**src/rtl/game_flow_controller.sv**
```systemverilog
// game_flow_controller: game phase sequencer and per-frame physics update handshake.
// Optional build macro GFC_OVERRUN_CNT_EN adds a saturating dropped-frame counter
// on OVERRUN_COUNT; without it OVERRUN_COUNT is constant 0.
module game_flow_controller #(
  parameter int unsigned LIVES_INIT   = 3,
  parameter int unsigned DELAY_FRAMES = 60
) (
  input  logic        CLK,
  input  logic        RESET,
  input  logic        FRAME_RENDERED,
  input  logic        BTN_RELEASE,
  input  logic        SW_PAUSE,
  input  logic        PHYS_DONE,
  input  logic        BALL_LOST,
  input  logic [71:0] BLOCK_STATE,
  output logic        START_UPDATE,
  output logic        HOLD_BALL,
  output logic        LOAD_LEVEL,
  output logic [2:0]  LIVES,
  output logic [2:0]  GAME_STATE,
  output logic [7:0]  OVERRUN_COUNT
);

  typedef enum logic [2:0] {
    ATTRACT  = 3'd0,
    SERVE    = 3'd1,
    PLAY     = 3'd2,
    LOST     = 3'd3,
    CLEARED  = 3'd4,
    GAMEOVER = 3'd5
  } state_t;

  localparam logic [2:0] LIVES_INIT_L = 3'(LIVES_INIT);
  localparam logic [7:0] DELAY_L      = 8'(DELAY_FRAMES);

  state_t     state_q, state_d;
  logic [2:0] lives_q, lives_d;
  logic [7:0] dly_q, dly_d;
  logic       busy_q;
  logic       start_q;
  logic       load_q, load_d;
  logic       hold_q;
  logic       btn_prev_q;

  logic       btn_edge;
  logic       phys_ok;
  logic       running;
  logic       accept;
  logic       delay_tick;

  // A done pulse only counts while an update is outstanding; stray pulses are ignored.
  assign btn_edge   = BTN_RELEASE & ~btn_prev_q;
  assign phys_ok    = PHYS_DONE & busy_q;
  assign running    = (state_q == SERVE) || (state_q == PLAY);
  assign accept     = FRAME_RENDERED & ~SW_PAUSE & running & (~busy_q | PHYS_DONE);
  assign delay_tick = FRAME_RENDERED & ~SW_PAUSE;

  // Next phase, lives, delay count and level-load request.
  always_comb begin
    state_d = state_q;
    lives_d = lives_q;
    dly_d   = dly_q;
    load_d  = 1'b0;
    case (state_q)
      ATTRACT: begin
        if (btn_edge) begin
          state_d = SERVE;
          load_d  = 1'b1;
          lives_d = LIVES_INIT_L;
        end
      end
      SERVE: begin
        if (btn_edge && !SW_PAUSE) state_d = PLAY;
      end
      PLAY: begin
        if (phys_ok) begin
          if (BALL_LOST) begin
            state_d = LOST;
            lives_d = (lives_q == 3'd0) ? 3'd0 : lives_q - 3'd1;
          end else if (BLOCK_STATE == '0) begin
            state_d = CLEARED;
          end
        end
      end
      LOST, CLEARED: begin
        if (dly_q == DELAY_L) begin
          if (state_q == CLEARED) begin
            state_d = SERVE;
            load_d  = 1'b1;
          end else begin
            state_d = (lives_q == 3'd0) ? GAMEOVER : SERVE;
          end
        end else if (delay_tick) begin
          dly_d = dly_q + 8'd1;
        end
      end
      GAMEOVER: begin
        if (btn_edge) state_d = ATTRACT;
      end
      default: state_d = ATTRACT;
    endcase
    // Every phase starts its delay from zero.
    if (state_d != state_q) dly_d = '0;
  end

  // Registered control state and outputs.
  always_ff @(posedge CLK) begin
    if (!RESET) begin
      state_q <= ATTRACT;
      lives_q <= LIVES_INIT_L;
      dly_q   <= '0;
      busy_q  <= 1'b0;
      start_q <= 1'b0;
      load_q  <= 1'b0;
      hold_q  <= 1'b1;
    end else begin
      state_q <= state_d;
      lives_q <= lives_d;
      dly_q   <= dly_d;
      busy_q  <= accept | (busy_q & ~PHYS_DONE);
      start_q <= accept;
      load_q  <= load_d;
      hold_q  <= (state_d != PLAY);
    end
  end

  // Button history keeps tracking through reset so a held button yields no edge afterwards.
  always_ff @(posedge CLK) begin
    btn_prev_q <= BTN_RELEASE;
  end

`ifdef GFC_OVERRUN_CNT_EN
  logic [7:0] ovr_q;
  logic       drop;

  assign drop = FRAME_RENDERED & busy_q & ~PHYS_DONE;

  // Saturating dropped-frame count, cleared together with a level load.
  always_ff @(posedge CLK) begin
    if (!RESET) begin
      ovr_q <= '0;
    end else if (load_d) begin
      ovr_q <= '0;
    end else if (drop && (ovr_q != 8'hFF)) begin
      ovr_q <= ovr_q + 8'd1;
    end
  end

  assign OVERRUN_COUNT = ovr_q;
`else
  assign OVERRUN_COUNT = '0;
`endif

  assign START_UPDATE = start_q;
  assign HOLD_BALL    = hold_q;
  assign LOAD_LEVEL   = load_q;
  assign LIVES        = lives_q;
  assign GAME_STATE   = state_q;

endmodule
```
**config.mk**
```make
export PLATFORM = sky130hd
export DESIGN_NAME = game_flow_controller
export DESIGN_NICKNAME = d
export VERILOG_FILES = /design/src/rtl/game_flow_controller.sv
export SDC_FILE = /design/constraint.sdc
export NUM_CORES = 1
export LEC_CHECK = 0
export BUFFER_PORTS_ARGS = -buffer_cell sky130_fd_sc_hd__buf_4
export CORE_ASPECT_RATIO = 1.75
export CORE_UTILIZATION = 45
export DETAILED_ROUTE_END_ITERATION = 6
export PLACE_DENSITY = 0.86
export REMOVE_ABC_BUFFERS = 1
export SLEW_MARGIN = 20
export SYNTH_ARGS = -nofsm -noshare
export SYNTH_HDL_FRONTEND = slang
export SYNTH_SLANG_ARGS = --single-unit
```
**constraint.sdc**
```tcl
create_clock -name CLK -period 3.1 [get_ports CLK]
set_input_delay 0.62 -clock CLK [delete_from_list [all_inputs] [get_ports CLK]]
set_output_delay 0.62 -clock CLK [all_outputs]
set_load 0.05 [all_outputs]
```
# Word-level counts from Yosys, hierarchy flattened
# Cells that the tools add are included.
# Widths: inputs -> output; s select.
word_totals:
  register_bits: 19
  input_bits: 79
  output_inout_bits: 17
  elab_cells: 65
classes:
  addsub: 2
  eq_ne: 11
  mux: 19
  bitwise: 14
  n_reduce_logical: 11
ops:
  columns: ["operator", "n"]
  rows:
  - ["$logic_not 72->1", 1]
  - ["$mux 3", 13]
  - ["$pmux 3 s5", 1]
  - ["$add 8x1->8 const B", 1]
  - ["$eq 8x6->1 const B", 1]
  - ["$and 1x1->1", 6]
  - ["$eq 3x2->1 const B", 2]
  - ["$eq 3x3->1 const B", 2]
  - ["$logic_not 3->1", 2]
  - ["$ne 2x2->1 const B", 3]
  - ["$not 1->1", 6]
  - ["$pmux 3 s2", 1]
  - ["$reduce_and 4->1", 1]
  - ["$reduce_or 2->1", 2]
  - ["$eq 3x1->1 const B", 1]
  - ["$mux 1", 3]
  - ["$ne 3x2->1 const B", 1]
  - ["$ne 3x3->1", 1]
  - ["$reduce_and 3->1", 1]
  - ["$sub 3x1->3 const B", 1]
  - ["$or 1x1->1", 2]
  - ["$pmux 1 s2", 1]
  - ["$reduce_bool 2->1", 1]
  - ["$logic_and 1x1->1", 1]
  - ["2 further kinds", 2]

# Logic depth before layout (Yosys ltp)
# Gate-level depths: netlist of the first run.
logic_depth:
  ltp_word: 7
  depth_mapped: 7
  depth_no_buf: 6

# Least setup slack after synthesis of the first run
# No wires, ideal clock.
synth_timing:
  path_type: "register to register"
  startpoint: "reg state_q[0] (netlist: GAME_STATE[0])"
  endpoint: "reg dly_q[1]"
  setup_ps: 78
  t_arrival_ps: 1738
  required_ps: 3022
  slack_ps: 1284
  path_stages_with_launch: 7
  path_buffers: 1
  period_less_slack_ps: 1816
  path_cell_list: "dfxtp_1 -> buf_2 -> nor3b_2 -> o21ai_2 -> nor2_1 -> mux2i_1 -> nor3_1"
synth_between:
  elab_chain_len: 6
  word_cells_on_any_way: 19
  cone_classes: "eq/ne: 6; mux: 9; reduce/logical: 4"
synth_lines:
  columns: ["element", "line_no", "rtl"]
  rows:
  - ["start: declaration", "36", "state_t state_q, state_d;"]
  - ["start signal: assignment", "117", "state_q <= state_d;"]
  - ["$eq 3x3->1 / $mux 3 (equally long branches)", "64, 87, 80", null]
  - ["$mux 3, on equally long branches", "87, 77", null]
  - ["$mux 3, on equally long branches", "86, 76", null]
  - ["$pmux 3 s5", "64", "case (state_q)"]
  - ["$ne 3x3->1", "103", "if (state_d != state_q) dly_d = '0;"]
  - ["$reduce_or 2->1 (no line)", null, null]
  - ["end signal: assignment", "119", "dly_q <= dly_d;"]
  - ["end: declaration", "38", "logic [7:0] dly_q, dly_d;"]
# Several ways; a longest one is shown, not always the timed one.
# A chain may end at the register's enable or synchronous reset.

# Final worst setup path of the first run
layout_timing:
  startpoint: "in BLOCK_STATE[4]"
  endpoint: "reg dly_q[6]"
layout_between:
  elab_chain_len: 7
layout_lines:
  columns: ["element", "line_no", "rtl"]
  rows:
  - ["start: declaration", "15", "input logic [71:0] BLOCK_STATE,"]
  - ["$logic_not 72->1", "80", "end else if (BLOCK_STATE == '0) begin"]
  - ["$mux 3", "80", null]
  - ["$mux 3", "77", "if (BALL_LOST) begin"]
  - ["$mux 3", "76", "if (phys_ok) begin"]
  - ["$pmux 3 s5", "64", null]
  - ["$ne 3x3->1", "103", null]
  - ["$reduce_or 2->1 (no line)", null, null]
# Every way passes these cells.

==> reports/qor.yml, run 1 <==
final_layout:
  final_cell_mix: "buf_4 (87), nor4_1 (21), dfxtp_1 (19), nand2_1 (10)"
  drive_above_1_share_pct: 43.4
  layout_commonest_cell: "buf_4"
  finalNetCount: 333
  fillers: 243
  fin_cells: 291
  areaGrowthSynthToFinish_pct: 46.9
  fin_util_pct: 70.7
  n_antenna_cell: 0
critical_path:
  crit_type: "in2reg"
  r2r_end: "dly_q[1]$_SDFFE_PP0P_"
  crit_buf_inv: 1
  start_kind: "input port"
  cp_max_fo: 8
  cp_num_cells: 6
  endpoint_kind: "register"
  ff2ff_setup_slack_ps: 1330
  arrival_ps: 2150
  rr_worst_depth: 5
  slowest_stage: "and4bb_1"
  cp_top_family: "simple AND/OR/NAND/NOR gates"
  cp_slowest_stage_delay_ps: 430
  path_cells: "buf_4 > nor4_1 > nand4_1 > nor4_2 > and4bb_1 > nor3_1"
  cp.required_ps: 3230
  timing.rr.start: "GAME_STATE[2]$_SDFF_PN0_"
routing:
  antenna_left: 0
  avgViaCountPerCell: 5.45
  vias: 1586
  drc: 0
  wl_um: 3870
  drtIter0Drc: 30
  wl_per_cell_um: 13.3
  drt_first_pass_iters: 4
power_and_ir_drop:
  pwr-share-comb_pct: 26.3
  swShare_pct: 27.9
  p_sw_mw: 0.162
  power_mw: 0.581
  pwr-share-seq_pct: 43.8
  clockPowerShare_pct: 30.0
  power.density_mw_per_mm2: 278
  leakage_nw: 0.862
  vdd_drop_max_uv: 146
  cell_internal_pwr_mw: 0.419
clock_tree:
  root_buffer: "clkbuf_8"
  cts_tree: "yes"
  clockBufferDepth: 2
  cts.clk_slew.worst_paths_ps: 80
  cts_setup_buffers: 0
  cts_sinks: 19
  insertion_delay_ps: 260
  htree_levels: 1
  postCtsHoldBufs: 0
  cts-resized-gates: 0
  cts-buffers-inserted: 3
timing:
  slew_headroom_pct: 66.6
  setup-tns-final_ps: 0
  drv_slew: 0
  fin_crit_ps: 2020
  setup_violations: 0
  rsz0062_at_grt: "false"
  clock.fmax_mhz: 496
  post-route-period-util_pct: 65.0
  worst_pin_slew_ps: 500
  whs_ps: 493
  clock_skew_ps: 12.0
  hold_viol: 0
floorplan:
  dieArea_mm2: 0.00340
  rows: 26
  start_util_pct: 48.1
  dieHeight_um: 76.4
  core_area_mm2: 0.00296
  pin_count: 96
  die_w_um: 44.5
min_path:
  worstHoldPathCells: 1
  min_from: "BTN_RELEASE"
  min_path_type: "in2reg"
  holdPathEnd: "btn_prev_q$_DFF_P_"
synth:
  yosysWarnings: 0
  yosys.cell_types.count: 49
  ys_ff_latch: 19
  synth.avg_cell_area_um2: 8.63
  ys_seq_area_share_pct: 26.7
  synth_cells: 165
  synth.cell_area_mm2: 0.00142
placement:
  hpwl_um: 3230
  io_buffer_count: 87
  dp.cells: 287
  gp_congestion: 0.867
run_status:
  status: "completed"
global_routing:
  grt_pass1_vias: 1579
  grt_pass1_wl_um: 6500
  grt_usage_pct: 24.9
  grt_max_degree: 15
  grt_overflow: 0
  antenna_found_initial: 0
run:
  drv_cap: 0
routing by layer:
metal / routed length [um] / global-route usage [%] / share of wire, % / vias up
li1: - / - / - / 774
met1: 1340 / 27.0 / 35 / 706
met2: 2100 / 43.7 / 54 / 93
met3: 309 / 4.50 / 8.0 / 13
met4: 123 / 12.1 / 3.2 / 0
met5: 0 / 0 / 0 / -
kinds of logic (layout without fill, tap and decap cells):
logic type / count (synthesis) / in the layout / share of synthesized area (%)
AOI/OAI and AO/OA: 22 / 22 / 12.7
adders and majority gates: 4 / 4 / 3.52
xor gates and xnor gates: 7 / 7 / 4.31
other: 1 / 8 / 0.263
muxes: 1 / 1 / 0.703
DFF: 19 / 19 / 26.7
buffers and inverters: 19 / 96 / 9.05
and+or+nand+nor: 92 / 92 / 42.8
stage by stage:
stage	instance area [um^2]	worst slack [ps]
after floorplan	1340	1220
after global placement	2050	816
after detailed placement	2050	801
after CTS	2090	1060
after global routing	2090	877
final	2090	1080
layout make-up:
type / instances / area, um^2 / share of cell area (%)
Inverter: 5 / 18.8 / 0.897
Clock buffer: 3 / 41.3 / 1.97
Multi-Input combinational cell: 134 / 941 / 45.0
Tap cell: 42 / 52.6 / 2.51
Timing Repair Buffer: 87 / 653 / 31.2
Sequential cell: 19 / 380 / 18.2
Clock inverter: 1 / 5.00 / 0.239
worst max path at each step:
stage                    from               endpoint
4_1_cts        BLOCK_STATE[4]  dly_q[6]$_SDFFE_PP0P_
3_3_place_gp   BLOCK_STATE[4]  dly_q[6]$_SDFFE_PP0P_
5_1_grt        BLOCK_STATE[4]  dly_q[1]$_SDFFE_PP0P_
3_5_place_dp   BLOCK_STATE[4]  dly_q[1]$_SDFFE_PP0P_
2_1_floorplan  BLOCK_STATE[4]  dly_q[0]$_SDFFE_PP0P_
6_report       BLOCK_STATE[4]  dly_q[6]$_SDFFE_PP0P_
power by group through the flow:
stage               combinational, mW  clock, mW  sequential [mW]
floorplan                      0.0527          0            0.267
global placement                0.151          0            0.260
detailed placement              0.152          0            0.260
CTS                             0.152      0.176            0.254
global route                    0.164      0.184            0.255
finish                          0.153      0.174            0.254
worst reg2reg max path, delay by kind of cell, from the launching register on:
| family | cells | cell delay, ps |
|---|---|---|
| simple gates | 3 | 560 |
| mux | 1 | 150 |
| compound gates | 1 | 370 |
| flops | 1 | 600 |
cell usage after synthesis (all sizes together):
cell     number  area [um^2]
nor4         23          165
dfxtp        19          380
buf          13          106
nand2        11         48.8
nor3         11         70.1
nand3         8         40.0
nor2          7         28.8
xnor2         7         61.3
nand4         6         37.5
nor2b         6         37.5
a21oi         5         25.0
and3          5         36.3
inv           5         18.8
ha            4         50.1
o21ai         4         27.5
nand2b        3         26.3
nor3b         3         27.5
a21boi        2         15.0
a32o          2         20.0
a41o          2         22.5
and2          2         12.5
and4          2         20.0
o211ai        2         28.8
o32ai         2         17.5
a31oi         1         6.26
and2b         1         7.51
and3b         1         8.76
and4bb        1         12.5
clkbuf        1         3.75
conb          1         3.75
mux2i         1         10.0
nor4b         1         23.8
o2bb2ai       1         8.76
o311ai        1         8.76
or3           1         6.26
state kept, by name, summed over array words and instances (netlist names):
signal        cells
HOLD_BALL         1
GAME_STATE        3
dly_q             8
LOAD_LEVEL        1
busy_q            1
LIVES             3
START_UPDATE      1
btn_prev_q        1
(Power assumes the default switching activity.)
==> inputs of run 2 (changes only) <==
--- a/config.mk
+++ b/config.mk
@@ -7,9 +7,9 @@
 export LEC_CHECK = 0
 export BUFFER_PORTS_ARGS = -buffer_cell sky130_fd_sc_hd__buf_4
 export CORE_ASPECT_RATIO = 1.75
-export CORE_UTILIZATION = 45
+export CORE_UTILIZATION = 38
 export DETAILED_ROUTE_END_ITERATION = 6
-export PLACE_DENSITY = 0.86
+export PLACE_DENSITY = 0.77
 export REMOVE_ABC_BUFFERS = 1
 export SLEW_MARGIN = 20
 export SYNTH_ARGS = -nofsm -noshare
==> constraint.sdc (replaced) <==
create_clock -name CLK -period 1.8 [get_ports CLK]
set_input_delay 0.36 -clock CLK [delete_from_list [all_inputs] [get_ports CLK]]
set_output_delay 0.36 -clock CLK [all_outputs]
set_load 0.05 [all_outputs]
==> run 2 against run 1 <==
  * Register-to-register slack got worse by 1200 ps
  * Sequential share of layout area fell by 0.38 points
  * Wire length rose by 6.8%
  * Power rose by 75%
  * Via count rose by 1.1%
  * First-iteration DRC count fell by 40%
  * Combinational power rose by 78%
  * Clock skew fell by 5.5 ps
  * Utilization fell by 11 points
  * Count of clock-buffer cells in the layout did not move
  * Final cell count rose by 3.1%
  * Critical path type is now reg2reg
  * Largest cell class unchanged
  * Highest routed layer unchanged
==> reports/qor.yml, run 2 (same netlist as run 1, synthesis figures left out) <==
run_status:
  status: "completed"
critical_path:
  endpoint_kind: "register"
  start_kind: "register"
  cp.required_ps: 1980  # -1250 ps
  cp_max_fo: 8  # unchanged
  arrival_ps: 1840  # -310 ps
  crit_type: "reg2reg"
timing:
  clock_skew_ps: 6.47  # -5.49 ps
  post-route-period-util_pct: 92.1
  fin_crit_ps: 1660
  drv_slew: 0  # unchanged
  setup-tns-final_ps: 0  # unchanged
  setup_violations: 0  # unchanged
  whs_ps: 212  # -281 ps
  hold_viol: 0  # unchanged
  rsz0062_at_grt: "false"
  clock.fmax_mhz: 603
final_layout:
  fin_area_mm2: 0.00214  # +2.5%
  drive_above_1_share_pct: 44.9  # +1.5 points
  finalNetCount: 338  # +1.5%
  final_cell_mix: "buf_4 (92), nor4_1 (21), dfxtp_1 (18), nand2_1 (10)"
  areaGrowthSynthToFinish_pct: 50.5
  top_register: "dly_q"
  fillers: 347  # +43%
  fin_cells: 300  # +3.1%
  n_antenna_cell: 0  # unchanged
  largest_register_ff_count: 8  # unchanged
  layout_commonest_cell: "buf_4"
routing:
  drtIter0Drc: 18  # -40%
  wl_per_cell_um: 13.8  # +3.6%
  vias: 1604  # +1.1%
  wl_um: 4140  # +6.8%
  drt_first_pass_iters: 4  # unchanged
  antenna_left: 0  # unchanged
  avgViaCountPerCell: 5.35  # -1.9%
  drc: 0  # unchanged
global_routing:
  antenna_found_initial: 0  # unchanged
  gr-usage-met2_pct: 40.0  # -3.7 points
  grt_pass1_wl_um: 6510  # +0.11%
  grt_pass1_vias: 1520  # -3.7%
  grt_max_degree: 12  # -3
  grt_overflow: 0  # unchanged
  gr-usage-met3_pct: 3.26  # -1.2 points
  grt-busiest-layer: "met2"
  grt_usage_pct: 22.3  # -2.6 points
  met1_usage_pct: 24.3  # -2.7 points
power_and_ir_drop:
  p_sw_mw: 0.291  # +80%
  cell_internal_pwr_mw: 0.726  # +73%
  clockPowerShare_pct: 30.3  # +0.3 points
  pwr-share-seq_pct: 42.8  # -1.0 points
  pwr-share-comb_pct: 26.9  # +0.6 points
  power.density_mw_per_mm2: 474  # +71%
  power_mw: 1.02  # +75%
  vdd_drop_max_uv: 279  # +91%
  leakage_nw: 0.890  # +3.3%
  swShare_pct: 28.6  # +0.77 points
clock_tree:
  cts_sinks: 19  # unchanged
  cts.clk_slew.worst_paths_ps: 80  # about the same
  htree_levels: 1  # unchanged
  insertion_delay_ps: 270  # about the same
  clockBufferDepth: 2  # unchanged
  cts_setup_buffers: 0  # unchanged
  cts-buffers-inserted: 3  # unchanged
  root_buffer: "clkbuf_8"
  cts_tree: "yes"
placement:
  dp.cells: 296  # +3.1%
  hpwl_um: 3540  # +9.6%
  gp_congestion: 0.852  # -1.7%
  dpl_cell_area_mm2: 0.00209  # +2.1%
  io_buffer_count: 87  # unchanged
floorplan:
  start_util_pct: 39.6  # -8.5 points
  rows: 29  # +12%
  die_w_um: 48.3  # +8.4%
  core_area_mm2: 0.00359  # +21%
  dieHeight_um: 83.0  # +8.6%
  pin_count: 96  # unchanged
  dieArea_mm2: 0.00401  # +18%
min_path:
  min_path_type: "in2reg"
run:
  drv_cap: 0  # unchanged
run 2: worst paths after layout:
kind,start,to,slack (ps),cells after the start
setup reg to reg,dly_q[1]$_SDFFE_PP0P_,dly_q[4]$_SDFFE_PP0P_,140,7
hold / removal,BTN_RELEASE,btn_prev_q$_DFF_P_,210,1
setup / recovery,dly_q[1]$_SDFFE_PP0P_,dly_q[4]$_SDFFE_PP0P_,140,7
hold reg to reg,LIVES[0]$_SDFFE_PN1P_,LIVES[0]$_SDFFE_PN1P_,530,2
run 2: cell type report:
type                            instances  area (um^2)  share of cell area (%)
Clock buffer                            3         41.3                    1.93
Tap cell                               46         57.6                    2.69
Multi-Input combinational cell        134          948                    44.2
Sequential cell                        19          382                    17.8
Timing Repair Buffer                   92          691                    32.2
Inverter                                5         18.8                   0.876
Clock inverter                          1         5.00                   0.234
run 2: timing repair:
item,4_1_cts,5_1_grt
setup endpoints to repair,0,2
resized for setup,0,2
hold buffers,0,0
run 2: power groups by stage:
| stage | registers (mW) | logic, mW | clock network, mW |
|---|---|---|---|
| 2_1_floorplan | 0.459 | 0.0907 | 0 |
| 3_3_place_gp | 0.444 | 0.268 | 0 |
| 3_5_place_dp | 0.445 | 0.272 | 0 |
| 4_1_cts | 0.435 | 0.273 | 0.307 |
| 5_1_grt | 0.436 | 0.291 | 0.332 |
| 6_report | 0.435 | 0.273 | 0.308 |
run 2: critical path, stage by stage, from the launching register on:
cell and delay (ps):
dfxtp_1 400, inv_1 60, ha_1 210, a41o_2 230
nor2_1 120, and4bb_1 190, buf_4 160, nor3_1 200
run 2: per-stage QoR:
stage	setup slack [ps]	utilization [%]
after floorplan	-32.1	-
after global placement	-79.8	58.1
after detailed placement	-123	58.1
after CTS	69.8	59.4
after global routing	3.98	59.7
final	142	59.7
run 2: per-layer routing:
layer,part of all wire [%],up-vias
li1,-,790
met1,34,715
met2,54,91
met3,9.7,8
met4,1.8,0
met5,0,-
==> inputs of run 3 (changes only) <==
--- a/config.mk
+++ b/config.mk
@@ -7,9 +7,10 @@
 export LEC_CHECK = 0
 export BUFFER_PORTS_ARGS = -buffer_cell sky130_fd_sc_hd__buf_4
 export CORE_ASPECT_RATIO = 1.75
-export CORE_UTILIZATION = 38
+export CORE_UTILIZATION = 39
+export CTS_BUF_LIST = sky130_fd_sc_hd__clkbuf_4
 export DETAILED_ROUTE_END_ITERATION = 6
-export PLACE_DENSITY = 0.77
+export PLACE_DENSITY = 0.79
 export REMOVE_ABC_BUFFERS = 1
 export SLEW_MARGIN = 20
 export SYNTH_ARGS = -nofsm -noshare
==> run 3 against run 2 <==
  * Cell area grew 0.47%
  * Final cell count grew 1.0%
  * Sequential cell count is the same
  * Sequential power is essentially flat
  * Via count grew 1.6%
  * Power shrank 7.5%
  * Utilization grew 3.1 points
  * Critical path depth is the same
  * Highest routed layer unchanged
==> reports/qor.yml, run 3 (same netlist as run 1, synthesis figures left out) <==
global_routing:
  grt_overflow: 0  # unchanged
  grt_pass1_vias: 1694  # +11%
  grt_usage_pct: 23.6  # +1.3 points
  antenna_found_initial: 0  # unchanged
  grt_pass1_wl_um: 6620  # +1.8%
  grt_max_degree: 13  # +1
clock_tree:
  root_buffer: "clkbuf_4"
  insertion_delay_ps: 300  # +30 ps
  cts_setup_buffers: 0  # unchanged
  cts.clk_slew.worst_paths_ps: 110  # +30 ps
  cts_sinks: 19  # unchanged
  htree_levels: 1  # unchanged
  cts-buffers-inserted: 3  # unchanged
  postCtsHoldBufs: 0  # unchanged
  cts_tree: "yes"
  clockBufferDepth: 2  # unchanged
timing:
  clock_skew_ps: 6.87  # +0.403 ps
  setup-tns-final_ps: 0  # unchanged
  post-route-period-util_pct: 91.1  # -0.97 points
  fin_crit_ps: 1640  # -17.5 ps
  setup_ws_ps: 160  # +17.5 ps
  rsz0062_at_grt: "false"
  hold_viol: 0  # unchanged
  setup_violations: 0  # unchanged
  whs_ps: 188  # -23.6 ps
  clock.fmax_mhz: 610  # +1.1%
  drv_slew: 0  # unchanged
run:
  drv_cap: 0  # unchanged
critical_path:
  ff2ff_setup_slack_ps: 160  # +20 ps
  endpoint_kind: "register"
  cp.required_ps: 2030  # +50 ps
  timing.rr.start: "dly_q[1]$_SDFFE_PP0P_"
  arrival_ps: 1870  # +30 ps
  start_kind: "register"
  r2r_end: "dly_q[7]$_SDFFE_PP0P_"
  rr_worst_depth: 7  # unchanged
  crit_type: "reg2reg"
  cp_max_fo: 8  # unchanged
placement:
  gp_congestion: 0.834  # -2.1%
  io_buffer_count: 87  # unchanged
  dpl_cell_area_mm2: 0.00212  # +1.4%
  dp.cells: 299  # +1.0%
  hpwl_um: 3660  # +3.5%
  post-place-ws_ps: -185  # -61.9 ps
floorplan:
  pin_count: 96  # unchanged
  core_area_mm2: 0.00343  # -4.4%
  dieHeight_um: 81.9  # -1.3%
  rows: 28  # -3.4%
  die_w_um: 47.7  # -1.2%
  dieArea_mm2: 0.00391  # -2.5%
  start_util_pct: 41.5  # +1.8 points
routing:
  avgViaCountPerCell: 5.38  # +0.61%
  vias: 1630  # +1.6%
  wl_per_cell_um: 13.9  # +1.0%
  drtIter0Drc: 24  # +6
  wl_um: 4220  # +2.0%
  antenna_left: 0  # unchanged
  drc: 0  # unchanged
  drt_first_pass_iters: 4  # unchanged
run_status:
  status: "completed"
min_path:
  holdPathEnd: "btn_prev_q$_DFF_P_"
  min_from: "BTN_RELEASE"
  min_path_type: "in2reg"
  worstHoldPathCells: 1  # unchanged
final_layout:
  final_cell_mix: "buf_4 (96), nor4_1 (20), dfxtp_1 (19), nand2_1 (10)"
  n_antenna_cell: 0  # unchanged
  fin_util_pct: 62.7  # +3.1 points
  fillers: 351  # +1.2%
  fin_area_mm2: 0.00215  # +0.47%
  fin_cells: 303  # +1.0%
  finalNetCount: 342  # +1.2%
  top_register: "dly_q"
  drive_above_1_share_pct: 45.7  # +0.85 points
  layout_commonest_cell: "buf_4"
  largest_register_ff_count: 8  # unchanged
  areaGrowthSynthToFinish_pct: 51.2
power_and_ir_drop:
  power_mw: 0.941  # -7.5%
  leakage_nw: 0.903  # +1.4%
  vdd_drop_max_uv: 298  # +6.9%
  power.density_mw_per_mm2: 437  # -7.9%
[run 3: what timing repair did]
item | in CTS | in global routing
endpoints found under the setup margin | 0 | 1
endpoints found under the hold margin | 0 | 0
gates resized for setup | 0 | 1
[run 3: worst max path at each step]
| stage | from | to | slack [ps] | cells after the start |
|---|---|---|---|---|
| 3_5_place_dp | BLOCK_STATE[4] | dly_q[7]$_SDFFE_PP0P_ | -180 | 7 |
| 5_1_grt | dly_q[1]$_SDFFE_PP0P_ | dly_q[0]$_SDFFE_PP0P_ | 40 | 7 |
| 2_1_floorplan | GAME_STATE[2]$_SDFF_PN0_ | dly_q[3]$_SDFFE_PP0P_ | -30 | 5 |
| 3_3_place_gp | BLOCK_STATE[4] | dly_q[4]$_SDFFE_PP0P_ | -180 | 7 |
| 4_1_cts | BLOCK_STATE[4] | dly_q[0]$_SDFFE_PP0P_ | 140 | 7 |
| 6_report | dly_q[1]$_SDFFE_PP0P_ | dly_q[7]$_SDFFE_PP0P_ | 160 | 7 |
[run 3: worst max-delay path: stages, from the launching register on]
cell      delay [ps]
dfxtp_1          410
inv_1             70
ha_1             220
a41o_2           230
nor2_1            80
and4bb_1         180
buf_4            170
nor3_1           210
[run 3: area by class of cell]
| cell class | count | area [um^2] | share of cell area, % |
|---|---|---|---|
| multi-input cells | 134 | 947 | 44.0 |
| repair buffers | 96 | 721 | 33.5 |
| flip-flops and latches | 19 | 380 | 17.7 |
| well taps | 45 | 56.3 | 2.61 |
| clock buffers | 4 | 30.0 | 1.39 |
| inverters | 5 | 18.8 | 0.872 |
[run 3: layer usage]
layer  track usage, %  up-vias  wire length (um)  part of all wire (%)
met2             47.4       86              2470                    58
met3             3.30       11               316                   7.5
met5                0        -                 0                     0
met4             10.8        0                91                   2.2
met1             20.7      738              1340                    32
li1                 -      795                 -                     -
[run 3: power by group]
group	switching, mW	total [mW]	internal (mW)
Combinational	0.131	0.276	0.146
Sequential	0.00633	0.433	0.426
Clock	0.130	0.232	0.102
